==> config.mk <==
export PLATFORM = sky130hd
export DESIGN_NAME = axis_iq_pair_scheduler
export DESIGN_NICKNAME = d
export VERILOG_FILES = /design/src/rtl/axis_iq_pair_scheduler_pkg.sv /design/src/rtl/axis_iq_pair_scheduler_timeout_cnt.sv /design/src/rtl/axis_iq_pair_scheduler.sv
export SDC_FILE = /design/constraint.sdc
export NUM_CORES = 1
export LEC_CHECK = 0
export ABC_CLOCK_PERIOD_IN_PS = 2060
export CORE_UTILIZATION = 45
export DETAILED_ROUTE_END_ITERATION = 6
export GPL_ROUTABILITY_DRIVEN = 0
export HOLD_SLACK_MARGIN = 0.02
export PLACE_DENSITY = 0.84
export RECOVER_POWER = 100
export SLEW_MARGIN = 20
export SYNTH_ARGS = -nofsm -noshare
export SYNTH_HDL_FRONTEND = slang
export SYNTH_HIERARCHICAL = 1
export SYNTH_SLANG_ARGS = --single-unit
==> constraint.sdc <==
create_clock -name aclk_s_i -period 2.06 [get_ports aclk_s_i]
set_clock_uncertainty 0.2 [all_clocks]
set_input_delay 0.206 -clock aclk_s_i [delete_from_list [all_inputs] [get_ports aclk_s_i]]
set_output_delay 0.206 -clock aclk_s_i [all_outputs]
set_load 0.02 [all_outputs]
==> src/rtl/axis_iq_pair_scheduler_pkg.sv <==
// Shared encodings for the I/Q pair scheduler: FSM states and output tid values.
package axis_iq_pair_scheduler_pkg;

  typedef enum logic [1:0] {
    ST_WAIT_I = 2'd0,
    ST_WAIT_Q = 2'd1,
    ST_EMIT_I = 2'd2,
    ST_EMIT_Q = 2'd3
  } state_e;

  localparam logic TID_I = 1'b0;
  localparam logic TID_Q = 1'b1;

endpackage

==> src/rtl/axis_iq_pair_scheduler_timeout_cnt.sv <==
// Wait-for-Q timeout counter: load clears, inc advances, expire flags the last allowed cycle.
module axis_pair_timeout_cnt #(
  parameter int TIMEOUT = 64,
  parameter int W       = (TIMEOUT > 2) ? $clog2(TIMEOUT) : 1
) (
  input  logic aclk_s_i,
  input  logic aresetn,
  input  logic ce,
  input  logic load_i,
  input  logic inc_i,
  output logic expire_o
);

  localparam logic [W-1:0] LAST = W'(TIMEOUT - 1);

  logic [W-1:0] cnt_q;
  logic [W-1:0] cnt_d;

  always_comb begin
    cnt_d = cnt_q;
    if (ce) begin
      if (load_i) begin
        cnt_d = '0;
      end else if (inc_i && (cnt_q != LAST)) begin
        cnt_d = cnt_q + 1'b1;
      end
    end
  end

  always_ff @(posedge aclk_s_i or negedge aresetn) begin
    if (!aresetn) begin
      cnt_q <= '0;
    end else begin
      cnt_q <= cnt_d;
    end
  end

  assign expire_o = (cnt_q == LAST);

endmodule

==> src/rtl/axis_iq_pair_scheduler.sv <==
// Interleaves independent I and Q AXIS lanes into atomic tid-tagged pairs,
// dropping a held I sample whose Q partner does not arrive in time.
module axis_iq_pair_scheduler
  import axis_iq_pair_scheduler_pkg::*;
#(
  parameter int DW      = 16,
  parameter int TIMEOUT = 64,
  parameter int CNT_W   = 16
) (
  input  logic              aclk_s_i,
  input  logic              aresetn,
  input  logic              ce,
  input  logic              clr_i,
  input  logic [DW-1:0]     tdata_i_i,
  input  logic              tvalid_i_i,
  output logic              tready_i_o,
  input  logic [DW-1:0]     tdata_q_i,
  input  logic              tvalid_q_i,
  output logic              tready_q_o,
  output logic [DW-1:0]     tdata_m_o,
  output logic [DW/8-1:0]   tstrb_m_o,
  output logic              tid_m_o,
  output logic              tvalid_m_o,
  input  logic              tready_m_i,
  output logic [CNT_W-1:0]  pair_cnt_o,
  output logic [CNT_W-1:0]  drop_cnt_o,
  output logic              err_timeout_o
);

  state_e state_q, state_d;

  logic [DW-1:0]    hold_i_q, hold_i_d;
  logic [DW-1:0]    hold_q_q, hold_q_d;
  logic [DW-1:0]    tdata_q, tdata_d;
  logic             tid_q, tid_d;
  logic             tvalid_q, tvalid_d;
  logic [CNT_W-1:0] pair_cnt_q, pair_cnt_d;
  logic [CNT_W-1:0] drop_cnt_q, drop_cnt_d;
  logic             err_q, err_d;

  logic i_hs, q_hs, m_hs, clr, drop, tmo_expire, in_wait_q;

  // Lane readies already include ce, so the handshakes below are ce-qualified.
  assign i_hs      = tvalid_i_i & tready_i_o;
  assign q_hs      = tvalid_q_i & tready_q_o;
  assign m_hs      = ce & tvalid_q & tready_m_i;
  assign clr       = ce & clr_i;
  assign in_wait_q = ce & (state_q == ST_WAIT_Q);
  assign drop      = in_wait_q & ~q_hs & tmo_expire;

  axis_pair_timeout_cnt #(
    .TIMEOUT (TIMEOUT)
  ) u_tmo (
    .aclk_s_i (aclk_s_i),
    .aresetn  (aresetn),
    .ce       (ce),
    .load_i   (i_hs),
    .inc_i    (in_wait_q & ~q_hs),
    .expire_o (tmo_expire)
  );

  always_ff @(posedge aclk_s_i or negedge aresetn) begin
    if (!aresetn) begin
      state_q <= ST_WAIT_I;
    end else begin
      state_q <= state_d;
    end
  end

  always_comb begin
    state_d = state_q;
    case (state_q)
      ST_WAIT_I: if (i_hs) state_d = ST_WAIT_Q;
      ST_WAIT_Q: begin
        if (q_hs) begin
          state_d = ST_EMIT_I;
        end else if (drop) begin
          state_d = ST_WAIT_I;
        end
      end
      ST_EMIT_I: if (m_hs) state_d = ST_EMIT_Q;
      ST_EMIT_Q: if (m_hs) state_d = ST_WAIT_I;
      default:   state_d = ST_WAIT_I;
    endcase
  end

  // Readies are forced low while in reset so every output reads 0 there.
  always_comb begin
    tready_i_o = ce & aresetn & (state_q == ST_WAIT_I);
    tready_q_o = ce & aresetn & (state_q == ST_WAIT_Q);
  end

  always_comb begin
    hold_i_d   = hold_i_q;
    hold_q_d   = hold_q_q;
    tdata_d    = tdata_q;
    tid_d      = tid_q;
    tvalid_d   = tvalid_q;
    pair_cnt_d = pair_cnt_q;
    drop_cnt_d = drop_cnt_q;
    err_d      = err_q;

    if (i_hs) hold_i_d = tdata_i_i;
    if (q_hs) begin
      hold_q_d = tdata_q_i;
      tdata_d  = hold_i_q;
      tid_d    = TID_I;
      tvalid_d = 1'b1;
    end else if (m_hs && (state_q == ST_EMIT_I)) begin
      tdata_d = hold_q_q;
      tid_d   = TID_Q;
    end else if (m_hs && (state_q == ST_EMIT_Q)) begin
      tvalid_d = 1'b0;
    end

    if (clr) begin
      pair_cnt_d = '0;
      drop_cnt_d = '0;
      err_d      = 1'b0;
    end else begin
      if (m_hs && (state_q == ST_EMIT_Q)) pair_cnt_d = pair_cnt_q + 1'b1;
      if (drop) begin
        err_d = 1'b1;
        if (drop_cnt_q != '1) drop_cnt_d = drop_cnt_q + 1'b1;
      end
    end
  end

  always_ff @(posedge aclk_s_i or negedge aresetn) begin
    if (!aresetn) begin
      hold_i_q   <= '0;
      hold_q_q   <= '0;
      tdata_q    <= '0;
      tid_q      <= 1'b0;
      tvalid_q   <= 1'b0;
      pair_cnt_q <= '0;
      drop_cnt_q <= '0;
      err_q      <= 1'b0;
    end else begin
      hold_i_q   <= hold_i_d;
      hold_q_q   <= hold_q_d;
      tdata_q    <= tdata_d;
      tid_q      <= tid_d;
      tvalid_q   <= tvalid_d;
      pair_cnt_q <= pair_cnt_d;
      drop_cnt_q <= drop_cnt_d;
      err_q      <= err_d;
    end
  end

  assign tdata_m_o     = tdata_q;
  assign tstrb_m_o     = {(DW/8){tvalid_q}};
  assign tid_m_o       = tid_q;
  assign tvalid_m_o    = tvalid_q;
  assign pair_cnt_o    = pair_cnt_q;
  assign drop_cnt_o    = drop_cnt_q;
  assign err_timeout_o = err_q;

endmodule

==> flow_metrics.env <==
export IMPL_async_flop_share=1.00
export IMPL_gr_usage_all_layers=0.225
export IMPL_leakagePower_nw=2.70
export IMPL_grt_overflow_total=0
export IMPL_syn_area_sq_um=4410
export IMPL_critical_path_class="register to register"
export IMPL_routedWlPerCell_um=16.3
export IMPL_drt_iter0_drc=142
export IMPL_worst_slew_pin_slew_ns=1.07
export IMPL_period_needed_ns=2.03
export IMPL_yosysUniqueCellTypes=60
export IMPL_clock_latency_ns=0.36
export IMPL_rsz0062_at_grt="true"
export IMPL_numPortBuffers=93
export IMPL_pwr_density_cell_nw_per_um2=959
export IMPL_fin_crit_sh=0.985
export IMPL_grt_pass1_vias=3797
export IMPL_hold_viol=0
export IMPL_avgSynthCellArea_sq_um=11.2
export IMPL_cts_buffer_depth=2
export IMPL_fin_nets=585
export IMPL_drt_wl_total_um=11000
export IMPL_grt_max_degree=46
export IMPL_drc=0
export IMPL_die_area_sq_um=10200
export IMPL_ant_nets=0
export IMPL_area_delta_synth_final_pct=38.9
export IMPL_final_setup_viol_count=0
export IMPL_status="completed"
export IMPL_synth_cells=395
export IMPL_synth_warnings=6
export IMPL_hp_class="input pin to register"
export IMPL_start_util=0.471
export IMPL_rows=35
export IMPL_ir_drop_v=0.000629
export IMPL_synth_nets=437
export IMPL_cp_max_fo=4
export IMPL_dp_hpwl_um=7880
export IMPL_arrival_ns=2.09
export IMPL_max_cap_violations=0
export IMPL_coreArea_sq_um=9370
export IMPL_setup_tns_ns=0
export IMPL_ios=94
export IMPL_dr_total_vias=3789
export IMPL_root_buffer="clkbuf_8"
export IMPL_synth_seq_area_share=0.516
export IMPL_die_h_um=101
export IMPL_clock_sinks=91
export IMPL_required_ns=2.12
export IMPL_maxSlewHeadroom=0.288
export IMPL_cp_end_kind="register"
export IMPL_synth_main_ff_cell="dfrtp_1"
export IMPL_drive_gt1_frac=0.270
export IMPL_setup_slack_ns=0.0308
export IMPL_post_place_cells=646
export IMPL_synth_enable_flop_cells=0
export IMPL_pre_cts_slack_ns=-0.209
export IMPL_fmax_ghz=0.493
export IMPL_start_kind="register"
export IMPL_ys_seq_elements=91
export IMPL_drv_slew=0
export IMPL_cts_tree="done"
export IMPL_via_per_inst=5.60
export IMPL_die_x_um=101
export IMPL_antenna_cells=0
export IMPL_antenna_found_initial=0
export IMPL_cts_made_buffers=9
export IMPL_drt_first_pass_iters=4
export IMPL_finalNonFillerCells=677
export IMPL_cts_htree_levels=3
export IMPL_path_clk_slew_ns=0.10
export IMPL_grt_pass1_wl_um=17900
-- kinds of logic (layout without fill, tap and decap cells) --
logic type / after synthesis / in the layout / share of synthesized area
AOI/OAI and AO/OA: 79 / 79 / 0.123
xor gates and xnor gates: 8 / 8 / 0.0159
and+or+nand+nor: 138 / 138 / 0.182
buffers and inverters: 25 / 178 / 0.0298
adders and majority gates: 3 / 3 / 0.00851
muxes: 51 / 51 / 0.125
DFF: 91 / 91 / 0.516
-- flip-flops by register name, indices dropped and copies added (netlist names), named ones only --
signal         cells
state_q            1
hold_i_q          16
u_tmo/cnt_q        6
tvalid_m_o         1
pair_cnt_o        16
hold_q_q          16
drop_cnt_o        16
err_timeout_o      1
tdata_m_o         16
tid_m_o            1
-- worst paths after layout --
kind / from / cells after the start / end / slack, ns
max: u_tmo/cnt_q[0]$_DFFE_PN0P_ / 7 / drop_cnt_o[14]$_DFFE_PN0P_ / 0.03
min: tdata_q_i[5] / 2 / hold_q_q[5]$_DFFE_PN0N_ / 0.24
max reg2reg: u_tmo/cnt_q[0]$_DFFE_PN0P_ / 7 / drop_cnt_o[14]$_DFFE_PN0P_ / 0.03
min reg2reg: tid_m_o$_DFFE_PN0P_ / 1 / tid_m_o$_DFFE_PN0P_ / 0.30
max in group asynchronous: aresetn / 3 / drop_cnt_o[0]$_DFFE_PN0P_ / 0.36
min in group asynchronous: aresetn / 3 / drop_cnt_o[7]$_DFFE_PN0P_ / 0.59
-- synthesized netlist by cell type, types with 3 or more instances --
cell type / n / share of area
dfrtp_1: 91 / 0.52
nor2_1: 37 / 0.031
a21oi_1: 32 / 0.036
mux2_2: 32 / 0.082
nand2_1: 24 / 0.020
mux2i_1: 19 / 0.043
nand3_1: 12 / 0.014
o21ai_0: 9 / 0.010
nand4_1: 8 / 0.011
a31oi_1: 6 / 0.0085
and3_1: 6 / 0.0085
and4_1: 6 / 0.012
buf_2: 6 / 0.0068
inv_1: 6 / 0.0051
or4_1: 6 / 0.010
xnor2_1: 6 / 0.012
a41o_1: 5 / 0.011
o31ai_1: 5 / 0.0085
and2_1: 4 / 0.0057
buf_4: 4 / 0.0068
clkbuf_1: 4 / 0.0034
nand2b_1: 4 / 0.0057
buf_1: 3 / 0.0026
ha_1: 3 / 0.0085
nand3_2: 3 / 0.0068
nor3_1: 3 / 0.0034
o211ai_1: 3 / 0.0051
or3_1: 3 / 0.0043
-- cells in the final DEF (no fill, tap or decap), drive strengths merged, types with 3 or more instances in the layout --
cell	instances
dfrtp	91
clkdlybuf4s50	70
buf	54
nor2	38
mux2	32
a21oi	32
nand2	26
dlygate4sd3	22
mux2i	19
clkbuf	16
nand3	15
inv	11
o21ai	9
nand4	9
and3	7
and4	7
a41o	7
xnor2	6
a31oi	6
or4	6
o31ai	5
or3	5
nand2b	4
and2	4
nor4	4
o311ai	4
nor3	3
o211ai	3
ha	3
-- worst max-delay path, stage by stage, from the launching register on --
cell and delay, ns:
dfrtp_1 0.41, ha_4 0.17, nand3_4 0.08, inv_2 0.06, a21boi_4 0.24, nand4_4 0.13
or4b_4 0.51, o211a_1 0.13
-- area by class of cell --
cell class,instances,area (sq um)
flip-flops and latches,91,2280
inverters,6,22.5
fillers,739,3240
clock inverters,7,65.1
multi-input cells,279,2080
clock buffers,9,124
repair buffers,156,1400
well taps,129,161
-- report_power, final --
part / switching (W) / leakage, nW / internal, W
sequential: 0.000347 / 1.16 / 0.00234
clock: 0.000711 / 0.0947 / 0.000471
combinational: 0.000933 / 1.45 / 0.00108
total: 0.00199 / 2.70 / 0.00389
-- repair_timing --
action,4_1_cts,5_1_grt
gates resized for setup,6,19
setup buffers,7,6
endpoints found under the setup margin,14,16
hold endpoints to repair,91,0
pin swaps,7,8
hold buffers,2,0
-- through the flow --
step | total power [W] | instance area (sq um) | utilization | hold slack (ns)
2_1_floorplan | 0.00379 | 4430 | - | -0.290
3_3_place_gp | 0.00459 | 5830 | 0.622 | -0.155
3_5_place_dp | 0.00469 | 5830 | 0.622 | -0.154
4_1_cts | 0.00595 | 6100 | 0.651 | 0.225
5_1_grt | 0.00621 | 6130 | 0.654 | 0.235
6_report | 0.00588 | 6130 | 0.654 | 0.238
-- layer usage --
metal	up-vias	global-route usage	wire length (um)
li1	1764	-	-
met1	1877	0.272	4480
met2	129	0.378	5540
met3	19	0.0583	789
met4	0	0.103	201
met5	-	0	0
(Power assumes the default switching activity.)
